File: config.mk
export PLATFORM = sky130hd
export DESIGN_NAME = stopwatch
export DESIGN_NICKNAME = d
export VERILOG_FILES = /design/src/rtl/stopwatch.sv
export SDC_FILE = /design/constraint.sdc
export NUM_CORES = 1
export LEC_CHECK = 0
export ABC_AREA = 1
export BUFFER_PORTS_ARGS = -buffer_cell sky130_fd_sc_hd__buf_2
export CORE_MARGIN = 2
export CORE_UTILIZATION = 55
export DETAILED_ROUTE_END_ITERATION = 7
export PLACE_DENSITY = 0.91
export SLEW_MARGIN = 15
export SYNTH_ARGS = -nofsm -noshare
export SYNTH_HDL_FRONTEND = slang
export SYNTH_SLANG_ARGS = --single-unit
File: constraint.sdc
create_clock -name clk -period 3.9 [get_ports clk]
set_input_delay 1.17 -clock clk [delete_from_list [all_inputs] [get_ports clk]]
set_output_delay 1.17 -clock clk [all_outputs]
set_load 0.01 [all_outputs]
File: src/rtl/stopwatch.sv
// Interval measurement timer: counts enabled cycles between start and stop,
// and hands the result to a consumer through a one-entry valid/ready register.
module stopwatch #(
    parameter int WIDTH = 8
) (
    input  logic             reset,
    input  logic             clk,
    input  logic             clkena,
    input  logic [WIDTH-1:0] ctrl_limit,
    input  logic             ctrl_start,
    input  logic             ctrl_stop,
    input  logic             ctrl_abort,
    output logic [WIDTH-1:0] stat_elapsed,
    output logic             stat_busy,
    output logic             stat_done,
    output logic             stat_lost,
    output logic [WIDTH-1:0] res_data,
    output logic             res_timeout,
    output logic             res_ovf,
    output logic             res_valid,
    input  logic             res_ready
);

    // Handshake: a result is offered while res_valid is 1 and is consumed on
    // any clock edge where res_valid and res_ready are both 1.

    typedef enum logic {
        IDLE = 1'b0,
        RUN  = 1'b1
    } state_t;

    state_t             state_q, state_d;
    logic [WIDTH-1:0]   cnt_q, cnt_d;
    logic               ovf_q, ovf_d;
    logic [WIDTH-1:0]   res_data_q, res_data_d;
    logic               res_timeout_q, res_timeout_d;
    logic               res_ovf_q, res_ovf_d;
    logic               res_valid_q, res_valid_d;
    logic               done_q, done_d;
    logic               lost_q, lost_d;

    logic               capture;
    logic [WIDTH-1:0]   cap_data;
    logic               cap_timeout;

    // Measurement FSM: priority in RUN is abort > stop > limit > count.
    always_comb begin
        state_d     = state_q;
        cnt_d       = cnt_q;
        ovf_d       = ovf_q;
        capture     = 1'b0;
        cap_data    = cnt_q;
        cap_timeout = 1'b0;
        if (clkena) begin
            case (state_q)
                IDLE: begin
                    if (ctrl_start) begin
                        state_d = RUN;
                        cnt_d   = WIDTH'(1);
                        ovf_d   = 1'b0;
                    end
                end
                RUN: begin
                    if (ctrl_abort) begin
                        state_d = IDLE;
                        cnt_d   = '0;
                    end else if (ctrl_stop) begin
                        state_d = IDLE;
                        capture = 1'b1;
                    end else if ((ctrl_limit != '0) && (cnt_q == ctrl_limit)) begin
                        state_d     = IDLE;
                        capture     = 1'b1;
                        cap_data    = ctrl_limit;
                        cap_timeout = 1'b1;
                    end else if (cnt_q == '1) begin
                        ovf_d = 1'b1;
                    end else begin
                        cnt_d = cnt_q + WIDTH'(1);
                    end
                end
                default: state_d = IDLE;
            endcase
        end
    end

    // Result register runs every cycle so the consumer is not tied to clkena.
    always_comb begin
        res_data_d    = res_data_q;
        res_timeout_d = res_timeout_q;
        res_ovf_d     = res_ovf_q;
        res_valid_d   = res_valid_q;
        done_d        = capture;
        lost_d        = capture & res_valid_q & ~res_ready;
        if (capture) begin
            res_valid_d   = 1'b1;
            res_data_d    = cap_data;
            res_timeout_d = cap_timeout;
            res_ovf_d     = ovf_q;
        end else if (res_valid_q && res_ready) begin
            res_valid_d = 1'b0;
        end
    end

    always_ff @(posedge clk or posedge reset) begin
        if (reset) begin
            state_q       <= IDLE;
            cnt_q         <= '0;
            ovf_q         <= 1'b0;
            res_data_q    <= '0;
            res_timeout_q <= 1'b0;
            res_ovf_q     <= 1'b0;
            res_valid_q   <= 1'b0;
            done_q        <= 1'b0;
            lost_q        <= 1'b0;
        end else begin
            state_q       <= state_d;
            cnt_q         <= cnt_d;
            ovf_q         <= ovf_d;
            res_data_q    <= res_data_d;
            res_timeout_q <= res_timeout_d;
            res_ovf_q     <= res_ovf_d;
            res_valid_q   <= res_valid_d;
            done_q        <= done_d;
            lost_q        <= lost_d;
        end
    end

    assign stat_elapsed = cnt_q;
    assign stat_busy    = (state_q == RUN);
    assign stat_done    = done_q;
    assign stat_lost    = lost_q;
    assign res_data     = res_data_q;
    assign res_timeout  = res_timeout_q;
    assign res_ovf      = res_ovf_q;
    assign res_valid    = res_valid_q;

endmodule

# Word level (Yosys, flattened, before mapping)

Index checks and enable logic that the tools add are counted.

Register bits: 23
Bits of input ports: 15
Output and inout bits: 22
Word-level logic and storage cells: 63

$add $sub $neg: 1
Equal/unequal tests: 10
Mux-type cells: 33
Bitwise operators: 4
Reduce and logical (&&, ||, !) cells: 6

Operators with widths:

| cell                | number |
|---|---|
| $mux 8              | 10 |
| $mux 1              | 20 |
| $pmux 8 s2          | 1 |
| $ne 3x3->1 const B  | 3 |
| $add 8x1->8 const B | 1 |
| $eq 8x8->1          | 1 |
| $eq 8x8->1 const B  | 1 |
| $ne 2x2->1 const B  | 4 |
| $reduce_bool 8->1   | 1 |
| $reduce_and 6->1    | 1 |
| $reduce_and 5->1    | 1 |
| $pmux 1 s2          | 2 |
| $and 1x1->1         | 2 |
| $logic_and 1x1->1   | 2 |
| $ne 2x1->1 const B  | 1 |
| $not 1->1           | 2 |
| $reduce_bool 2->1   | 1 |

# Longest topological paths before layout

Gate-level depths: netlist of run 1.

Depth after elaboration: 9
Mapped depth: 13
Depth with buffers taken out: 11

# Worst setup path after synthesis of run 1

No wires, ideal clock.

Kind: input port to flip-flop
Start: input ctrl_limit[1]
End: register res_data_q[3] (netlist: res_data[3])
Setup time: 0.119 ns
Data arrival time: 1.949 ns
Setup slack: 1.832 ns
Cell stages on the path: 9
Cell sequence: xnor2_1 > nand2_1 > nor2_1 > nand3_2 > nand2_2 > nand2_2 > buf_6 > nand2_1 > o21ai_2

Longest elaborated chain between the ends: 7

Ends and longest elaborated chain:

| what                                                   | line | source |
|---|---|---|
| start: declaration                                     | 9    | `input logic [WIDTH-1:0] ctrl_limit,` |
| $eq 8x8->1 / $reduce_bool 8->1 (equally long branches) | 70   | `end else if ((ctrl_limit != '0) && (cnt_q == ctrl_limit)) begin` |
| $logic_and 1x1->1 *                                    | 70   |  |
| $mux 8 / $mux 1 (equally long branches)                | 70   |  |
| $mux 8 / $mux 1 (equally long branches)                | 67   | `end else if (ctrl_stop) begin` |
| $mux 8 / $mux 1 (equally long branches)                | 64   | `if (ctrl_abort) begin` |
| $mux 8 / $mux 1 (equally long branches)                | 55   | `case (state_q)` |
| $mux 8 / $mux 1 (equally long branches)                | 54   | `if (clkena) begin` |
| end signal: assignment                                 | 119  | `res_data_q <= res_data_d;` |
| end: declaration                                       | 35   | `logic [WIDTH-1:0] res_data_q, res_data_d;` |

Mark *: on every way between the ends. The rest lies on a longest branch, timed or not.
A chain may end at the register's enable or synchronous reset.

# Worst setup path after layout of run 1

Start: register cnt_q[5] (netlist: stat_elapsed[5])
End: output stat_elapsed[5]

RTL lines:

| what                     | line | source |
|---|---|---|
| start: declaration       | 33   | `logic [WIDTH-1:0] cnt_q, cnt_d;` |
| start signal: assignment | 117  | `cnt_q <= cnt_d;` |
| end: declaration         | 13   | `output logic [WIDTH-1:0] stat_elapsed,` |

No word-level cell between the ends.

==> results.sh, run 1 <==
export IMPL_status="finished clean"
export IMPL_critPathBufInv=1
export IMPL_hp_start="res_ovf"
export IMPL_syn_avg_cell_area_um2=7.36
export IMPL_core_area_um2=2250
export IMPL_synth_common_cells="60 x nand2_1, 23 x dfrtp_1, 19 x inv_1, 19 x nor2_1, 13 x nand3_1"
export IMPL_clock_path_buffers=2
export IMPL_postCtsSetupRepairBufs=0
export IMPL_htreeDepth=1
export IMPL_area_growth_pct=14.8
export IMPL_grt_pass1_vias=1147
export IMPL_fin_worst_skew_ns=0.00917
export IMPL_port_buffers=36
export IMPL_nNetsFinal=233
export IMPL_dr_first_iter_drc_count=21
export IMPL_whs_ns=0.492
export IMPL_fillCellCount=212
export IMPL_hold_violations=0
export IMPL_routed_wirelength_mm=2.82
export IMPL_yosysWarnings=0
export IMPL_grt_remaining_overflow=0
export IMPL_reg2reg_from="stat_elapsed[5]"
export IMPL_start_kind="flop"
export IMPL_path_cells="buf_2"
export IMPL_worstPathArrival_ns=1.04
export IMPL_hold_path_endpoint="res_ovf"
export IMPL_r2r_cells=11
export IMPL_holdBufCountCts=0
export IMPL_rsz0062_at_grt="no"
export IMPL_slowest_delay_ns=0.54
export IMPL_seq_area_frac_synth=0.432
export IMPL_drive_gt1_frac=0.264
export IMPL_period_needed_ns=2.21
export IMPL_setup_viol=0
export IMPL_synth_distinct_cells=25
export IMPL_die_w_um=53.2
export IMPL_leakage_nw=0.856
export IMPL_synthCells=181
export IMPL_worstPathRequired_ns=2.73
export IMPL_crit_path_end_kind="output port"
export IMPL_worst_path_dominant_cell_family="flip-flops"
export IMPL_synth_async_reset_ratio=1.00
export IMPL_slew_headroom=0.436
export IMPL_ys_top_cells_by_area="dfrtp_1 43%, nand2_1 17%, inv_1 5.4%"
export IMPL_cap_violations=0
export IMPL_wl_per_cell_um=11.5
export IMPL_clkLatencyLatePin_ns=0.31
export IMPL_cts_sinks=23
export IMPL_synth_edf_count=0
export IMPL_grt_pass1_wl_mm=4.87
export IMPL_p_per_area_nw_per_um2=335
export IMPL_vias=1233
export IMPL_rows=17
export IMPL_gp_congestion=0.895
export IMPL_total_power_mw=0.512
export IMPL_report_final_slew_viol_count=0
export IMPL_cts_clk_slew_worst_paths_ns=0.12
export IMPL_syn_nets=197
export IMPL_hpwl_mm=2.22
export IMPL_antenna_cells=0
export IMPL_antenna_found_initial=0
export IMPL_drc_errors=0
export IMPL_worstMarginPinSlew_ns=0.845
export IMPL_holdPathStages=2
export IMPL_root_buffer="clkbuf_4"
export IMPL_die_h_um=53.2
export IMPL_numCtsBuffers=3
export IMPL_rrSetupSlack_ns=2.15
export IMPL_slowest_stage="dfrtp_1"
export IMPL_ios=37
export IMPL_grt_max_degree=24
export IMPL_r2r_end="res_data[1]"
export IMPL_ir_worst_vdd_mv=0.218
export IMPL_finalCritPeriodShare=0.568
export IMPL_cp_max_fo=10
export IMPL_seqCellArea_um2=576
export IMPL_via_per_inst=5.05
export IMPL_synth_top_area_share=0.432
export IMPL_multi_input_area_um2=613
export IMPL_drt_pass1_iterations=4
export IMPL_yosys_area_top_type="dfrtp_1"
export IMPL_fin_setup_tns_ns=0
export IMPL_ant_nets=0
export IMPL_yosysMostFrequentCell="nand2_1"
export IMPL_ys_flop_type="dfrtp_1"
export IMPL_start_util=0.591
export IMPL_synth_seq_cells=23
export IMPL_place_ws_ns=1.45
export IMPL_hold_class="flop to flop"
export IMPL_syn_area_um2=1330
export IMPL_setup_ws_ns=1.69
export IMPL_fmax_mhz=452
export IMPL_cts_tree="built"
export IMPL_fin_util=0.679
export IMPL_cts_resized=0
export IMPL_gr_usage_all_layers=0.232
export IMPL_critPathKind="flop to output port"
export IMPL_fp_dieArea_um2=2830
==> cell usage in the layout (no fill, tap or decap), drive strengths merged, types with 4 or more instances in the layout <==
cell type | synthesis | layout
nor3 | 4 | 4
dfrtp | 23 | 23
buf | 4 | 36
nand2 | 63 | 63
nor4 | 5 | 5
inv | 23 | 23
nand3 | 15 | 15
clkbuf | 1 | 4
o21ai | 11 | 11
nor2 | 19 | 19
==> cell families (layout without fill, tap and decap cells) <==
kind of cell | after synthesis | after routing | share of synthesized area
flops | 23 | 23 | 0.432
buf+inv | 30 | 65 | 0.108
fa+ha+maj | 1 | 1 | 0.00939
compound gates | 15 | 15 | 0.0742
xor+xnor | 3 | 3 | 0.0197
simple gates | 109 | 109 | 0.357
==> registers in the layout (all words and copies together), names as in the netlist <==
name and flops:
ovf_q 1, res_data 8, res_ovf 1, res_timeout 1, res_valid 1, stat_busy 1, stat_done 1, stat_elapsed 8
stat_lost 1
==> metal layers <==
| layer | global-route usage | vias to the layer above | wire length (µm) |
|---|---|---|---|
| met5 | 0 | - | 0 |
| met1 | 0.302 | 552 | 1240 |
| met3 | 0.0311 | 2 | 188 |
| li1 | - | 641 | - |
| met4 | 0.0641 | 0 | 16 |
| met2 | 0.399 | 38 | 1370 |
==> stage by stage <==
stage                     instance area [µm²]  std cells
after floorplan                          1330        181
after global placement                   1500        240
after detailed placement                 1500        240
after CTS                                1530        244
after global routing                     1530        244
final                                    1530        244
==> worst min-delay path: cells and delay by family (launching register included) <==
kind,cells,cell delay (ns)
DFF,1,0.36
AOI/OAI and AO/OA,1,0.05
and+or+nand+nor,1,0.06
==> report_power, final <==
| group | leakage, nW | switching [mW] | internal, mW |
|---|---|---|---|
| Sequential | 0.312 | 0.0224 | 0.260 |
| Combinational | 0.529 | 0.0754 | 0.0469 |
| Clock | 0.0150 | 0.0671 | 0.0399 |
==> area by class of cell <==
cell class              instances  share of cell area
clock buffers                   4              0.0172
inverters                      25              0.0654
multi-input cells             128               0.401
flip-flops and latches         23               0.376
well taps                      28              0.0229
repair buffers                 36               0.118
==> worst max path at each step <==
stage,from,end,slack [ns],depth (start not counted)
6_report,stat_elapsed[5],stat_elapsed[5],1.69,1
5_1_grt,stat_elapsed[5],stat_elapsed[5],1.60,1
4_1_cts,stat_elapsed[5],stat_elapsed[5],1.67,1
3_5_place_dp,ctrl_limit[1],res_data[7],1.45,9
3_3_place_gp,ctrl_limit[1],res_data[7],1.50,9
2_1_floorplan,ctrl_limit[1],res_data[3],1.83,9
Note: power is estimated with default switching activity, not from simulation.
==> inputs of run 2 (changes only) <==
--- a/config.mk
+++ b/config.mk
@@ -8,9 +8,9 @@
 export ABC_AREA = 1
 export BUFFER_PORTS_ARGS = -buffer_cell sky130_fd_sc_hd__buf_2
 export CORE_MARGIN = 2
-export CORE_UTILIZATION = 55
+export CORE_UTILIZATION = 46
 export DETAILED_ROUTE_END_ITERATION = 7
-export PLACE_DENSITY = 0.91
+export PLACE_DENSITY = 0.82
 export SLEW_MARGIN = 15
 export SYNTH_ARGS = -nofsm -noshare
 export SYNTH_HDL_FRONTEND = slang
==> constraint.sdc (replaced) <==
create_clock -name clk -period 2 [get_ports clk]
set_input_delay 0.6 -clock clk [delete_from_list [all_inputs] [get_ports clk]]
set_output_delay 0.6 -clock clk [all_outputs]
set_load 0.01 [all_outputs]
==> run 2 against run 1 <==
  * Power increased by 97%
  * Cell area is 1.7% higher
  * Die area rose by 18%
  * Count of clock-buffer cells in the layout is the same
  * Highest routed layer unchanged
  * Final cell count rose by 2.5%
  * Utilization shrank 11 points
==> results.sh, run 2 (synthesis gave the netlist of run 1 again) <==
export IMPL_numCtsBuffers=3
export IMPL_rsz0062_at_grt="no"
export IMPL_slowest_delay_ns=0.55
export IMPL_hpwl_mm=2.21
export IMPL_antenna_cells=0
export IMPL_start_kind="flop"
export IMPL_critPathKind="flop to flop"
export IMPL_path_cells="clkinv_2 > nand2_1 > nand2_1 > nand2_1 > nor2_1 > nand3_2 > nand2_2 > nand2_2 > clkinv_4 > nand2_1 > nand2_1"
export IMPL_multi_input_area_um2=613
export IMPL_cts_resized=0
export IMPL_place_inst=246
export IMPL_vias=1264
export IMPL_via_per_inst=5.06
export IMPL_most_common_layout_cells="60 x nand2_1, 36 x buf_2, 23 x dfrtp_1"
export IMPL_root_buffer="clkbuf_4"
export IMPL_nNetsFinal=236
export IMPL_worstMarginPinSlew_ns=0.436
export IMPL_postCtsSetupRepairBufs=0
export IMPL_drt_pass1_iterations=4
export IMPL_fin_worst_skew_ns=0.0116
export IMPL_core_area_um2=2760
export IMPL_routed_wirelength_mm=2.83
export IMPL_setup_viol=0
export IMPL_gr_usage_all_layers=0.189
export IMPL_worstPathArrival_ns=1.94
export IMPL_ant_nets=0
export IMPL_p_per_area_nw_per_um2=647
export IMPL_final_common_cell="nand2_1"
export IMPL_period_needed_ns=1.74
export IMPL_drc_errors=0
export IMPL_die_h_um=57.8
export IMPL_holdBufCountCts=0
export IMPL_hold_class="input port to asynchronous set/reset pin"
export IMPL_clkLatencyLatePin_ns=0.31
export IMPL_cp_max_fo=20
export IMPL_gp_congestion=0.829
export IMPL_fillCellCount=274
export IMPL_htreeDepth=1
export IMPL_start_util=0.483
export IMPL_cts_sinks=23
export IMPL_grt_pass1_vias=1115
export IMPL_cap_violations=0
export IMPL_seqCellArea_um2=576
export IMPL_port_buffers=36
export IMPL_dr_first_iter_drc_count=34
export IMPL_ir_worst_vdd_mv=0.474
export IMPL_whs_ns=0.312
export IMPL_grt_remaining_overflow=0
export IMPL_report_final_slew_viol_count=0
export IMPL_die_w_um=57.8
export IMPL_rows=19
export IMPL_ios=37
export IMPL_finalCritPeriodShare=0.869
export IMPL_hold_violations=0
export IMPL_rrSetupSlack_ns=0.26
export IMPL_cts_clk_slew_worst_paths_ns=0.13
export IMPL_cp_common_cell="nand2_1"
export IMPL_status="finished clean"
export IMPL_crit_path_end_kind="flop"
export IMPL_worstPathRequired_ns=2.21
export IMPL_area_growth_pct=16.8
export IMPL_clock_path_buffers=2
export IMPL_antenna_found_initial=0
export IMPL_grt_max_degree=24
export IMPL_slew_headroom=0.708
export IMPL_fp_dieArea_um2=3340
export IMPL_grt_pass1_wl_mm=4.91
export IMPL_drive_gt1_frac=0.274
export IMPL_wl_per_cell_um=11.3
export IMPL_stdcell_count=250
export IMPL_leakage_nw=0.870
export IMPL_fin_setup_tns_ns=0
export IMPL_cts_tree="built"
export IMPL_slowest_stage="dfrtp_1"
export IMPL_fmax_mhz=576
-- run 2: layout make-up --
class | instances | share of cell area
Timing Repair Buffer | 39 | 0.130
Multi-Input combinational cell | 128 | 0.394
Clock buffer | 4 | 0.0169
Inverter | 25 | 0.0643
Tap cell | 31 | 0.0249
Sequential cell | 23 | 0.370
-- run 2: worst paths after layout --
path                                    to  cells past startpoint            start
hold reg to reg                    res_ovf                      2          res_ovf
max in group asynchronous  stat_elapsed[0]                      3            reset
hold / removal                 res_data[4]                      3            reset
min in group clk                 stat_lost                      2        res_ready
setup / recovery               res_data[1]                     11  stat_elapsed[5]
setup reg to reg               res_data[1]                     11  stat_elapsed[5]
-- run 2: power by group --
part	leakage (nW)	switching [mW]	internal [mW]
Combinational	0.543	0.147	0.0978
Clock	0.0150	0.136	0.0779
Sequential	0.312	0.0418	0.507
-- run 2: stage by stage --
stage,total power [mW],cell area [µm²],setup slack (ns),utilization
2_1_floorplan,0.708,1330,0.502,-
4_1_cts,1.02,1560,0.262,0.564
3_3_place_gp,0.800,1530,0.162,0.555
6_report,1.01,1560,0.263,0.564
5_1_grt,1.08,1560,0.0576,0.564
3_5_place_dp,0.806,1530,0.111,0.555
-- run 2: routing by layer --
metal  track usage  part of all wire  wire length [µm]
met2         0.333              0.48              1360
met5             0                 0                 0
met1         0.237              0.46              1290
met3        0.0290             0.050               142
met4        0.0598             0.012                35
-- run 2: critical path, delay by kind of cell (launching register included) --
family                 cells  cell delay (ns)
and+or+nand+nor            9             0.86
buffers and inverters      2             0.22
DFF                        1             0.55
==> inputs of run 3 (changes only) <==
--- a/config.mk
+++ b/config.mk
@@ -7,6 +7,7 @@
 export LEC_CHECK = 0
 export ABC_AREA = 1
 export BUFFER_PORTS_ARGS = -buffer_cell sky130_fd_sc_hd__buf_2
+export CORE_ASPECT_RATIO = 0.8
 export CORE_MARGIN = 2
 export CORE_UTILIZATION = 46
 export DETAILED_ROUTE_END_ITERATION = 7
==> run 3 against run 2 <==
  * Non-clock buffer count stayed put
  * Via count down 1.5%
  * Global-route usage decreased by 0.77 points
  * Critical path type unchanged
  * Register-to-register slack barely moved
  * Clock skew fell by 0.0078 ns
  * Sequential power is essentially flat
  * Die area barely moved
==> results.sh, run 3 (synthesis gave the netlist of run 1 again) <==
export IMPL_fillCellCount=277
export IMPL_final_common_cell="nand2_1"
export IMPL_report_final_slew_viol_count=0
export IMPL_drive_gt1_frac=0.279
export IMPL_status="finished clean"
export IMPL_core_area_um2=2770
export IMPL_cts_sinks=23
export IMPL_antenna_cells=0
export IMPL_hpwl_mm=2.16
export IMPL_holdBufCountCts=0
export IMPL_nNetsFinal=236
export IMPL_gp_congestion=0.852
export IMPL_grt_pass1_wl_mm=4.64
export IMPL_cp_max_fo=20
export IMPL_hold_violations=0
export IMPL_cp_common_cell="nand2_1"
export IMPL_cts_resized=0
export IMPL_slowest_delay_ns=0.55
export IMPL_die_h_um=52.1
export IMPL_p_per_area_nw_per_um2=650
export IMPL_critPathKind="flop to flop"
export IMPL_clkLatencyLatePin_ns=0.32
export IMPL_numCtsBuffers=3
export IMPL_htreeDepth=1
export IMPL_wl_per_cell_um=10.8
export IMPL_grt_pass1_vias=1058
export IMPL_dr_first_iter_drc_count=60
export IMPL_top_layer="met4"
export IMPL_rows=17
export IMPL_hold_class="input port to asynchronous set/reset pin"
export IMPL_worstMarginPinSlew_ns=0.437
export IMPL_cap_violations=0
export IMPL_drt_pass1_iterations=4
export IMPL_slowest_stage="dfrtp_1"
export IMPL_finalCritPeriodShare=0.870
export IMPL_path_cells="clkinv_2 > nand2_1 > nand2_1 > nand2_1 > nor2_1 > nand3_2 > nand2_2 > nand2_2 > clkinv_4 > nand2_1 > nand2_1"
export IMPL_vias=1245
export IMPL_via_per_inst=4.84
export IMPL_fin_worst_skew_ns=0.00388
export IMPL_m1WireLength_mm=1.29
export IMPL_drc_errors=0
export IMPL_start_util=0.482
export IMPL_fin_setup_tns_ns=0
export IMPL_root_buffer="clkbuf_4"
export IMPL_period_needed_ns=1.74
export IMPL_grt_remaining_overflow=0
export IMPL_wl_met2_mm=1.26
export IMPL_crit_path_end_kind="flop"
export IMPL_port_buffers=36
export IMPL_grt_max_degree=24
export IMPL_seqCellArea_um2=576
export IMPL_place_inst=253
export IMPL_fmax_mhz=575
export IMPL_area_growth_pct=17.6
export IMPL_stdcell_count=257
export IMPL_fp_dieArea_um2=3350
export IMPL_slew_headroom=0.708
export IMPL_routed_wirelength_mm=2.77
export IMPL_setup_viol=0
export IMPL_multi_input_area_um2=613
export IMPL_cts_tree="built"
export IMPL_cts_clk_slew_worst_paths_ns=0.13
export IMPL_worstPathRequired_ns=2.23
export IMPL_ir_worst_vdd_mv=0.590
export IMPL_start_kind="flop"
export IMPL_ios=37
export IMPL_clock_path_buffers=2
export IMPL_die_w_um=64.2
export IMPL_gr_usage_all_layers=0.181
export IMPL_worstPathArrival_ns=1.97
export IMPL_detailroute_wirelength_met3_um=197
export IMPL_antenna_found_initial=0
export IMPL_postCtsSetupRepairBufs=0
export IMPL_rsz0062_at_grt="no"
export IMPL_leakage_nw=0.873
export IMPL_most_common_layout_cells="60 x nand2_1, 36 x buf_2, 23 x dfrtp_1"
export IMPL_ant_nets=0
run 3: through the flow:
stage	utilization	area [µm²]	power (mW)	hold slack [ns]	worst slack [ns]
2_1_floorplan	-	1330	0.708	0.491	0.502
3_3_place_gp	0.557	1540	0.799	0.461	0.152
3_5_place_dp	0.557	1540	0.808	0.460	0.106
4_1_cts	0.567	1570	1.03	0.294	0.243
5_1_grt	0.567	1570	1.09	0.297	0.0789
6_report	0.567	1570	1.02	0.292	0.260
run 3: worst max-delay path, delay by kind of cell, from the launching register on:
kind          cells  cell delay (ns)
flops             1             0.55
buf+inv           2             0.23
simple gates      9             0.86
run 3: layer usage:
| layer | global-route usage | up-vias |
|---|---|---|
| met5 | 0 | - |
| met4 | 0.0426 | 0 |
| met3 | 0.0433 | 4 |
| met2 | 0.304 | 38 |
| met1 | 0.239 | 558 |
| li1 | - | 645 |
run 3: final cells by class:
| cell class | instances | share of cell area |
|---|---|---|
| clock inverters | 1 | 0.00319 |
| clock buffers | 3 | 0.0144 |
| repair buffers | 39 | 0.129 |
| multi-input cells | 128 | 0.391 |
| well taps | 38 | 0.0304 |
| inverters | 25 | 0.0639 |
| flip-flops and latches | 23 | 0.367 |
run 3: worst paths after layout:
path	start	slack [ns]	cells past startpoint	endpoint
worst max-delay path	stat_elapsed[5]	0.26	11	res_data[1]
worst min-delay path	reset	0.29	3	ovf_q
worst max register to register	stat_elapsed[5]	0.26	11	res_data[1]
worst min register to register	res_data[2]	0.49	2	res_data[2]
max in group asynchronous	reset	1.48	3	res_data[6]
min in group clk	res_ready	0.43	2	stat_lost
run 3: where the power goes:
group | switching (mW) | internal (mW) | leakage (nW)
sequential | 0.0445 | 0.507 | 0.312
clock | 0.148 | 0.0750 | 0.0177
combinational | 0.146 | 0.0975 | 0.543
total | 0.338 | 0.680 | 0.873
